## config.mk

```make
export PLATFORM = sky130hd
export DESIGN_NAME = data_mem_write_buffer_flat
export DESIGN_NICKNAME = d
export VERILOG_FILES = /design/src/rtl/mem_pkg.sv /design/src/rtl/data_mem_write_buffer_if.sv /design/src/rtl/wb_fifo.sv /design/src/rtl/data_mem_write_buffer.sv /design/src/flat_wrapper.sv
export SDC_FILE = /design/constraint.sdc
export NUM_CORES = 1
export LEC_CHECK = 0
export ABC_AREA = 1
export BUFFER_PORTS_ARGS = -buffer_cell sky130_fd_sc_hd__buf_2
export CELL_PAD_IN_SITES_DETAIL_PLACEMENT = 2
export CELL_PAD_IN_SITES_GLOBAL_PLACEMENT = 2
export CORE_UTILIZATION = 30
export CTS_CLUSTER_DIAMETER = 200
export DETAILED_ROUTE_END_ITERATION = 8
export MAX_ROUTING_LAYER = met4
export PLACE_DENSITY = 0.85
export SYNTH_ARGS = -nofsm -noshare
export SYNTH_HDL_FRONTEND = slang
export SYNTH_SLANG_ARGS = --single-unit
```

## constraint.sdc

```tcl
create_clock -name clk -period 3.83 [get_ports clk]
set_input_delay 0.766 -clock clk [delete_from_list [all_inputs] [get_ports clk]]
set_output_delay 0.766 -clock clk [all_outputs]
set_load 0.03 [all_outputs]
```

## src/rtl/mem_pkg.sv

```systemverilog
// Shared types and widths for the data-memory write buffer.
// An entry pairs a word address with its store data.
package mem_pkg;
  localparam int ADDR_W = 5;
  localparam int DATA_W = 32;

  typedef struct packed {
    logic [ADDR_W-1:0] addr;
    logic [DATA_W-1:0] data;
  } wb_entry_t;
endpackage

```

## src/rtl/data_mem_write_buffer_if.sv

```systemverilog
// Request/response, drain control and memory-port signals of the write buffer.
// The slave modport is the buffer side; the master modport is the requester/memory side.
interface data_mem_write_buffer_if;
  import mem_pkg::*;

  logic              req_valid;
  logic              req_write;
  logic [ADDR_W-1:0] req_addr;
  logic [DATA_W-1:0] req_wdata;
  logic              req_ready;
  logic              rsp_valid;
  logic [DATA_W-1:0] rsp_data;
  logic              drain_en;
  logic              empty;
  logic [ADDR_W-1:0] mem_addr;
  logic [DATA_W-1:0] mem_wdata;
  logic              mem_write;
  logic [ADDR_W-1:0] mem_addr_re;
  logic              mem_read;
  logic [DATA_W-1:0] mem_rdata;

  modport slave (
    input  req_valid, req_write, req_addr, req_wdata, drain_en, mem_rdata,
    output req_ready, rsp_valid, rsp_data, empty,
           mem_addr, mem_wdata, mem_write, mem_addr_re, mem_read
  );

  modport master (
    output req_valid, req_write, req_addr, req_wdata, drain_en, mem_rdata,
    input  req_ready, rsp_valid, rsp_data, empty,
           mem_addr, mem_wdata, mem_write, mem_addr_re, mem_read
  );
endinterface

```

## src/rtl/wb_fifo.sv

```systemverilog
// Circular store FIFO: pointers, occupancy count, head entry and a flat
// per-slot valid view used by the load-forwarding search.
module wb_fifo
  import mem_pkg::*;
#(
  parameter  int DEPTH = 4,
  localparam int PW    = $clog2(DEPTH),
  localparam int CW    = $clog2(DEPTH + 1)
) (
  input  logic                  clk,
  input  logic                  rst,
  input  logic                  push_i,
  input  wb_entry_t             push_entry_i,
  input  logic                  pop_i,
  output wb_entry_t             head_o,
  output wb_entry_t [DEPTH-1:0] entries_o,
  output logic      [DEPTH-1:0] valid_o,
  output logic      [PW-1:0]    rd_ptr_o,
  output logic                  full_o,
  output logic                  empty_o
);
  logic [PW-1:0]         wr_ptr_q, wr_ptr_d;
  logic [PW-1:0]         rd_ptr_q, rd_ptr_d;
  logic [CW-1:0]         count_q, count_d;
  wb_entry_t [DEPTH-1:0] store_q;
  logic                  do_push, do_pop;

  assign full_o  = (count_q == CW'(DEPTH));
  assign empty_o = (count_q == '0);
  // A push at full is refused even when a pop frees a slot in the same cycle.
  assign do_push = push_i && !full_o;
  assign do_pop  = pop_i && !empty_o;

  always_comb begin
    wr_ptr_d = wr_ptr_q + PW'(do_push);
    rd_ptr_d = rd_ptr_q + PW'(do_pop);
    count_d  = count_q + CW'(do_push) - CW'(do_pop);
  end

  always_ff @(posedge clk or negedge rst) begin
    if (!rst) begin
      wr_ptr_q <= '0;
      rd_ptr_q <= '0;
      count_q  <= '0;
    end else begin
      wr_ptr_q <= wr_ptr_d;
      rd_ptr_q <= rd_ptr_d;
      count_q  <= count_d;
    end
  end

  always_ff @(posedge clk) begin
    if (do_push) store_q[wr_ptr_q] <= push_entry_i;
  end

  // Slot i is occupied when its distance from the head is below the count.
  always_comb begin
    valid_o = '0;
    for (int i = 0; i < DEPTH; i++) begin
      valid_o[i] = (CW'(PW'(i) - rd_ptr_q) < count_q);
    end
  end

  assign head_o    = store_q[rd_ptr_q];
  assign entries_o = store_q;
  assign rd_ptr_o  = rd_ptr_q;
endmodule

```

## src/rtl/data_mem_write_buffer.sv

```systemverilog
// Store buffer in front of the 32-word data memory: queues stores, drains one per
// cycle, and answers loads one cycle later with youngest-store forwarding.
module data_mem_write_buffer
  import mem_pkg::*;
#(
  parameter  int DEPTH = 4,
  localparam int PW    = $clog2(DEPTH)
) (
  input logic                     clk,
  input logic                     rst,
  data_mem_write_buffer_if.slave  bus
);
  wb_entry_t             head, push_entry;
  wb_entry_t [DEPTH-1:0] entries;
  logic      [DEPTH-1:0] valid;
  logic      [PW-1:0]    rd_ptr;
  logic                  full, fifo_empty, load;
  logic      [PW-1:0]    idx;
  logic      [DATA_W-1:0] fwd_data;
  logic                  rsp_valid_q, rsp_valid_d;
  logic      [DATA_W-1:0] rsp_data_q, rsp_data_d;

  assign push_entry.addr = bus.req_addr;
  assign push_entry.data = bus.req_wdata;

  wb_fifo #(.DEPTH(DEPTH)) u_fifo (
    .clk          (clk),
    .rst          (rst),
    .push_i       (bus.req_valid && bus.req_write),
    .push_entry_i (push_entry),
    .pop_i        (bus.drain_en),
    .head_o       (head),
    .entries_o    (entries),
    .valid_o      (valid),
    .rd_ptr_o     (rd_ptr),
    .full_o       (full),
    .empty_o      (fifo_empty)
  );

  assign bus.req_ready   = !bus.req_write || !full;
  assign bus.empty       = fifo_empty;
  assign bus.mem_write   = bus.drain_en && !fifo_empty;
  assign bus.mem_addr    = head.addr;
  assign bus.mem_wdata   = head.data;
  assign load            = bus.req_valid && !bus.req_write;
  assign bus.mem_read    = load;
  assign bus.mem_addr_re = bus.req_addr;

  // Walk oldest to youngest so the last match (closest to wr_ptr-1) wins.
  // The head being drained this cycle is still valid here.
  always_comb begin
    idx      = '0;
    fwd_data = bus.mem_rdata;
    for (int k = 0; k < DEPTH; k++) begin
      idx = rd_ptr + PW'(k);
      if (valid[idx] && (entries[idx].addr == bus.req_addr)) fwd_data = entries[idx].data;
    end
  end

  always_comb begin
    rsp_valid_d = load;
    rsp_data_d  = load ? fwd_data : rsp_data_q;
  end

  always_ff @(posedge clk or negedge rst) begin
    if (!rst) begin
      rsp_valid_q <= 1'b0;
      rsp_data_q  <= '0;
    end else begin
      rsp_valid_q <= rsp_valid_d;
      rsp_data_q  <= rsp_data_d;
    end
  end

  assign bus.rsp_valid = rsp_valid_q;
  assign bus.rsp_data  = rsp_data_q;
endmodule

```

## src/flat_wrapper.sv

```systemverilog
// flat-port wrapper written by rule: the top's interface ports become plain ports
module data_mem_write_buffer_flat import mem_pkg::*;
#(
  parameter  int DEPTH = 4,
  localparam int PW    = $clog2(DEPTH)
)
  (clk, rst, bus_req_valid, bus_req_write, bus_req_addr, bus_req_wdata, bus_drain_en, bus_mem_rdata, bus_req_ready, bus_rsp_valid, bus_rsp_data, bus_empty, bus_mem_addr, bus_mem_wdata, bus_mem_write, bus_mem_addr_re, bus_mem_read);
  data_mem_write_buffer_if bus_i ();
  input logic clk;
  input logic rst;
  input wire logic [$bits(bus_i.req_valid)-1:0] bus_req_valid;
  input wire logic [$bits(bus_i.req_write)-1:0] bus_req_write;
  input wire logic [$bits(bus_i.req_addr)-1:0] bus_req_addr;
  input wire logic [$bits(bus_i.req_wdata)-1:0] bus_req_wdata;
  input wire logic [$bits(bus_i.drain_en)-1:0] bus_drain_en;
  input wire logic [$bits(bus_i.mem_rdata)-1:0] bus_mem_rdata;
  output wire logic [$bits(bus_i.req_ready)-1:0] bus_req_ready;
  output wire logic [$bits(bus_i.rsp_valid)-1:0] bus_rsp_valid;
  output wire logic [$bits(bus_i.rsp_data)-1:0] bus_rsp_data;
  output wire logic [$bits(bus_i.empty)-1:0] bus_empty;
  output wire logic [$bits(bus_i.mem_addr)-1:0] bus_mem_addr;
  output wire logic [$bits(bus_i.mem_wdata)-1:0] bus_mem_wdata;
  output wire logic [$bits(bus_i.mem_write)-1:0] bus_mem_write;
  output wire logic [$bits(bus_i.mem_addr_re)-1:0] bus_mem_addr_re;
  output wire logic [$bits(bus_i.mem_read)-1:0] bus_mem_read;
  assign bus_i.req_valid = bus_req_valid;
  assign bus_i.req_write = bus_req_write;
  assign bus_i.req_addr = bus_req_addr;
  assign bus_i.req_wdata = bus_req_wdata;
  assign bus_i.drain_en = bus_drain_en;
  assign bus_i.mem_rdata = bus_mem_rdata;
  assign bus_req_ready = bus_i.req_ready;
  assign bus_rsp_valid = bus_i.rsp_valid;
  assign bus_rsp_data = bus_i.rsp_data;
  assign bus_empty = bus_i.empty;
  assign bus_mem_addr = bus_i.mem_addr;
  assign bus_mem_wdata = bus_i.mem_wdata;
  assign bus_mem_write = bus_i.mem_write;
  assign bus_mem_addr_re = bus_i.mem_addr_re;
  assign bus_mem_read = bus_i.mem_read;
  data_mem_write_buffer #(.DEPTH(DEPTH)) u_core (.clk(clk), .rst(rst), .bus(bus_i));
endmodule
```

==> results by group <==
Synthesis
  – Net Count, Synth: around 1.8k
  – Seq cells post-synth: approximately 190
  – Mapped Cells: roughly 1.7k
  – Seq/Total Area, Yosys: between 40% and 50%
  – Synthesis Warnings: 0
  – Cell Area, Synth: between 0.01 and 0.015 sq mm
  – Netlist cell types: 30
  – Syn Area/Cell: roughly 7 sq um

Cells and area
  – Nets: roughly 1.9k
  – Synthesis-to-layout area growth: 14.5%
  – Share of cells above drive strength 1: between 10% and 20%

Placement
  – Pre-CTS WS: about 0.60 ns
  – RD Place Congestion: about 0.84
  – # port buffers: 152
  – Dpl hpwl: 35,100 um

Floorplanning
  – Die span in x: just over 200 um
  – Core Box Area: 0.0407 sq mm
  – Die height: between 200 and 250 um
  – Ports: 153
  – Rows: 74
  – Initial Util: 30.4%
  – Die footprint: around 0.042 sq mm

STA
  – Final slew viol count: 0
  – Slew @ Worst Pin: 0.887 ns
  – Final setup skew: between 0.01 and 0.015 ns
  – Hold Slack: ~0.28 ns
  – RSZ-0062 raised after global routing: false
  – Final Hold Violating Endpoints: 0
  – Final period util: 86.9%
  – PnR worst setup slack: approximately 0.50 ns
  – Final setup fails: 0
  – Min Tclk post-route: 3.33 ns
  – Highest Clock Rate: between 300 and 400 MHz
  – Normalized max-slew margin: about 41%

Pwr
  – Gate power share: about two thirds
  – Pleak: 6.71 nW
  – Int Pwr: 5.78 mW
  – Sw power: between 8 and 9 mW
  – Sw Share: around 59%
  – PwrDens: roughly 990 mW/mm^2
  – Maximum vdd ir drop: 0.000913 V
  – Clock Power Share: a little over an eighth
  – Reg power frac: approximately a fifth

Global route
  – First-pass GRT wire length: approximately 79,000 um
  – Antenna violations before repair: 6
  – Vias in the first global route: 13.7k
  – Largest net degree at the start of global routing: 155
  – Global Route Usage Sum: 25.7%
  – Total global routing overflow: 0

Route
  – Residual DRC: 0
  – Routed wire length: between 50,000 and 60,000 um
  – Post-DR wirelength/cell: 21.8 um
  – DRT iter0 DRCs: 630
  – Drt first pass iters: 5
  – Routed vias: 12.4k
  – Antenna Nets Post-Route: 0
  – Via density: approximately 5.3

Setup path
  – Worst Reg-to-Reg Cells: 16
  – R2r setup slk: ~0.50 ns
  – Top cell by count, worst path: nand2_1
  – Critical-path cell list: buf_4, nand2_1, and2_1, nand2_1, nand2_1, nand2_1, nand2_1, nor2_4, buf_4, nand4_1, nand2_1, inv_1, nand2_1, nand2_1, nand2_1, nand2_1
  – CP max FO: between 80 and 90
  – Element type at the critical path start: register
  – CP peak stage delay: a little under 0.7 ns
  – Worst flop-to-flop path endpoint: u_core.bus.rsp_data[25]
  – WP data required: around 4.2 ns
  – Launching point of the worst reg2reg path: u_core.u_fifo.rd_ptr_o[0]
  – CP max stage cell: buf_4
  – Worst path arrival time: around 3.7 ns
  – Worst setup EP type: register
  – Setup Crit Path Kind: register to register

CTS
  – H-Tree Depth: 4
  – CTS tree: yes
  – Clock Tree Buf Depth: 2
  – Hold buffers post-CTS: 0
  – Worst-Skew Late Latency: 0.47 ns
  – Clock transition at path regs: ~0.08 ns
  – CTS root buffer: clkbuf_16
  – Setup Buffers After CTS: 0
  – # clock sinks: approximately 190
  – # resized after CTS: 0
  – TritonCTS buffer count: 17

Outcome
  – Status: finished clean

Run
  – Max-cap viol count: 0

Min path
  – Worst hold path class: primary input to async pin
-- worst max-delay path by stage --
stage,end,from,depth (start not counted),slack (ns)
after CTS,bus_mem_wdata[27],u_core.u_fifo.rd_ptr_o[0],7,0.54
final,u_core.bus.rsp_data[25],u_core.u_fifo.rd_ptr_o[0],16,0.50
after global routing,u_core.bus.rsp_data[25],u_core.u_fifo.rd_ptr_o[0],16,0.37
after global placement,u_core.bus.rsp_data[21],u_core.u_fifo.rd_ptr_o[1],19,0.78
after detailed placement,u_core.bus.rsp_data[28],u_core.u_fifo.rd_ptr_o[0],13,0.60
after floorplan,u_core.u_fifo.entries_o[0],bus_req_write,4,-0.33
-- power by group through the flow --
stage | sequential [mW] | combinational [mW] | clock, mW
after floorplan | 3.07 | 5.91 | 0
after global placement | 2.83 | 8.81 | 0
after detailed placement | 2.86 | 9.25 | 0
after CTS | 2.82 | 9.35 | 1.91
after global routing | 2.85 | 10.2 | 1.98
final | 2.82 | 9.36 | 1.88
-- cell type report --
type	instances	area (sq um)
Antenna cell	6	15.0
Tap cell	532	666
Multi-Input combinational cell	1181	5480
Clock buffer	24	482
Sequential cell	188	5450
Timing Repair Buffer	193	1110
Fill cell	4880	26600
Clock inverter	8	110
Inverter	225	848
-- worst max-delay path, delay by kind of cell (launching register included) --
kind	cells	cell delay, ns
buffers and inverters	3	1.24
and+or+nand+nor	13	1.46
DFF	1	0.45
-- logic make-up after synthesis --
kind of cell	Yosys count	share of synthesized area, %
AND/OR/NAND/NOR	892	31.1
buffers and inverters	347	11.9
AO/OA/AOI/OAI	261	10.6
flip-flops	188	44.0
XOR/XNOR	14	0.991
adder cells (fa/ha/maj)	14	1.48
-- sequential cells by signal, summed over array words and instances, names as in the netlist --
| signal | flops |
|---|---|
| u_core.bus.rsp_valid | 1 |
| u_core.u_fifo.count_q | 3 |
| u_core.u_fifo.wr_ptr_q | 2 |
| u_core.bus.rsp_data | 32 |
| u_core.u_fifo.entries_o | 148 |
| u_core.u_fifo.rd_ptr_o | 2 |
-- per-layer routing --
metal / part of all wire [%] / up-vias / track usage (%)
met3: 4.6 / 125 / 4.07
met1: 40 / 6204 / 28.3
met2: 51 / 343 / 45.5
met4: 3.5 / 0 / 11.9
li1: - / 5772 / -
met5: 0 / - / -
-- placed cells by master (no fill, tap or decap), types with 2 or more instances in the layout --
| master | n |
|---|---|
| o21ai_0 | 220 |
| bufinv_16 | 2 |
| clkbuf_1 | 4 |
| buf_4 | 38 |
| o21ai_1 | 38 |
| dfrtp_1 | 38 |
| nor2_1 | 3 |
| a21oi_1 | 3 |
| and2_1 | 2 |
| nor3_1 | 2 |
| clkbuf_16 | 17 |
| clkinvlp_4 | 4 |
| nor3_2 | 4 |
| buf_2 | 152 |
| nand2_2 | 2 |
| buf_12 | 3 |
| clkbuf_8 | 3 |
| edfxtp_1 | 148 |
| nand3_1 | 123 |
| diode_2 | 6 |
| ha_1 | 13 |
| nand3_2 | 2 |
| inv_2 | 35 |
| nand2_1 | 646 |
| nand4_1 | 97 |
| inv_1 | 188 |
| xor2_1 | 13 |
| nor2_2 | 3 |
| nor2_4 | 4 |
-- cell usage after synthesis, drive strengths merged --
| library cell | count | share of area, % |
|---|---|---|
| inv | 225 | 6.8 |
| xor2 | 13 | 0.92 |
| ha | 13 | 1.3 |
| nand2 | 648 | 20 |
| buf | 85 | 3.9 |
| nand4 | 98 | 5.0 |
| fa | 1 | 0.16 |
| edfxtp | 148 | 36 |
| o21ai | 258 | 10 |
| nor3 | 7 | 0.37 |
| a21oi | 3 | 0.12 |
| clkbuf | 37 | 1.1 |
| nor2b | 1 | 0.051 |
| dfrtp | 40 | 8.1 |
| xnor2 | 1 | 0.071 |
| nand3 | 126 | 5.3 |
| nor2 | 10 | 0.55 |
| and2 | 2 | 0.10 |
-- through the flow --
stage | std cells | total power, mW | utilization (%) | TNS, ns | cell area, sq um
global placement | 2319 | 11.6 | 33.3 | 0 | 13600
CTS | 2351 | 14.1 | 34.7 | 0 | 14100
floorplan | 1716 | 8.98 | - | -48.90 | 12400
finish | 2357 | 14.1 | 34.8 | 0 | 14200
detailed placement | 2319 | 12.1 | 33.3 | 0 | 13600
global route | 2357 | 15.0 | 34.8 | 0 | 14200
Power figures use the tool's default switching activity.
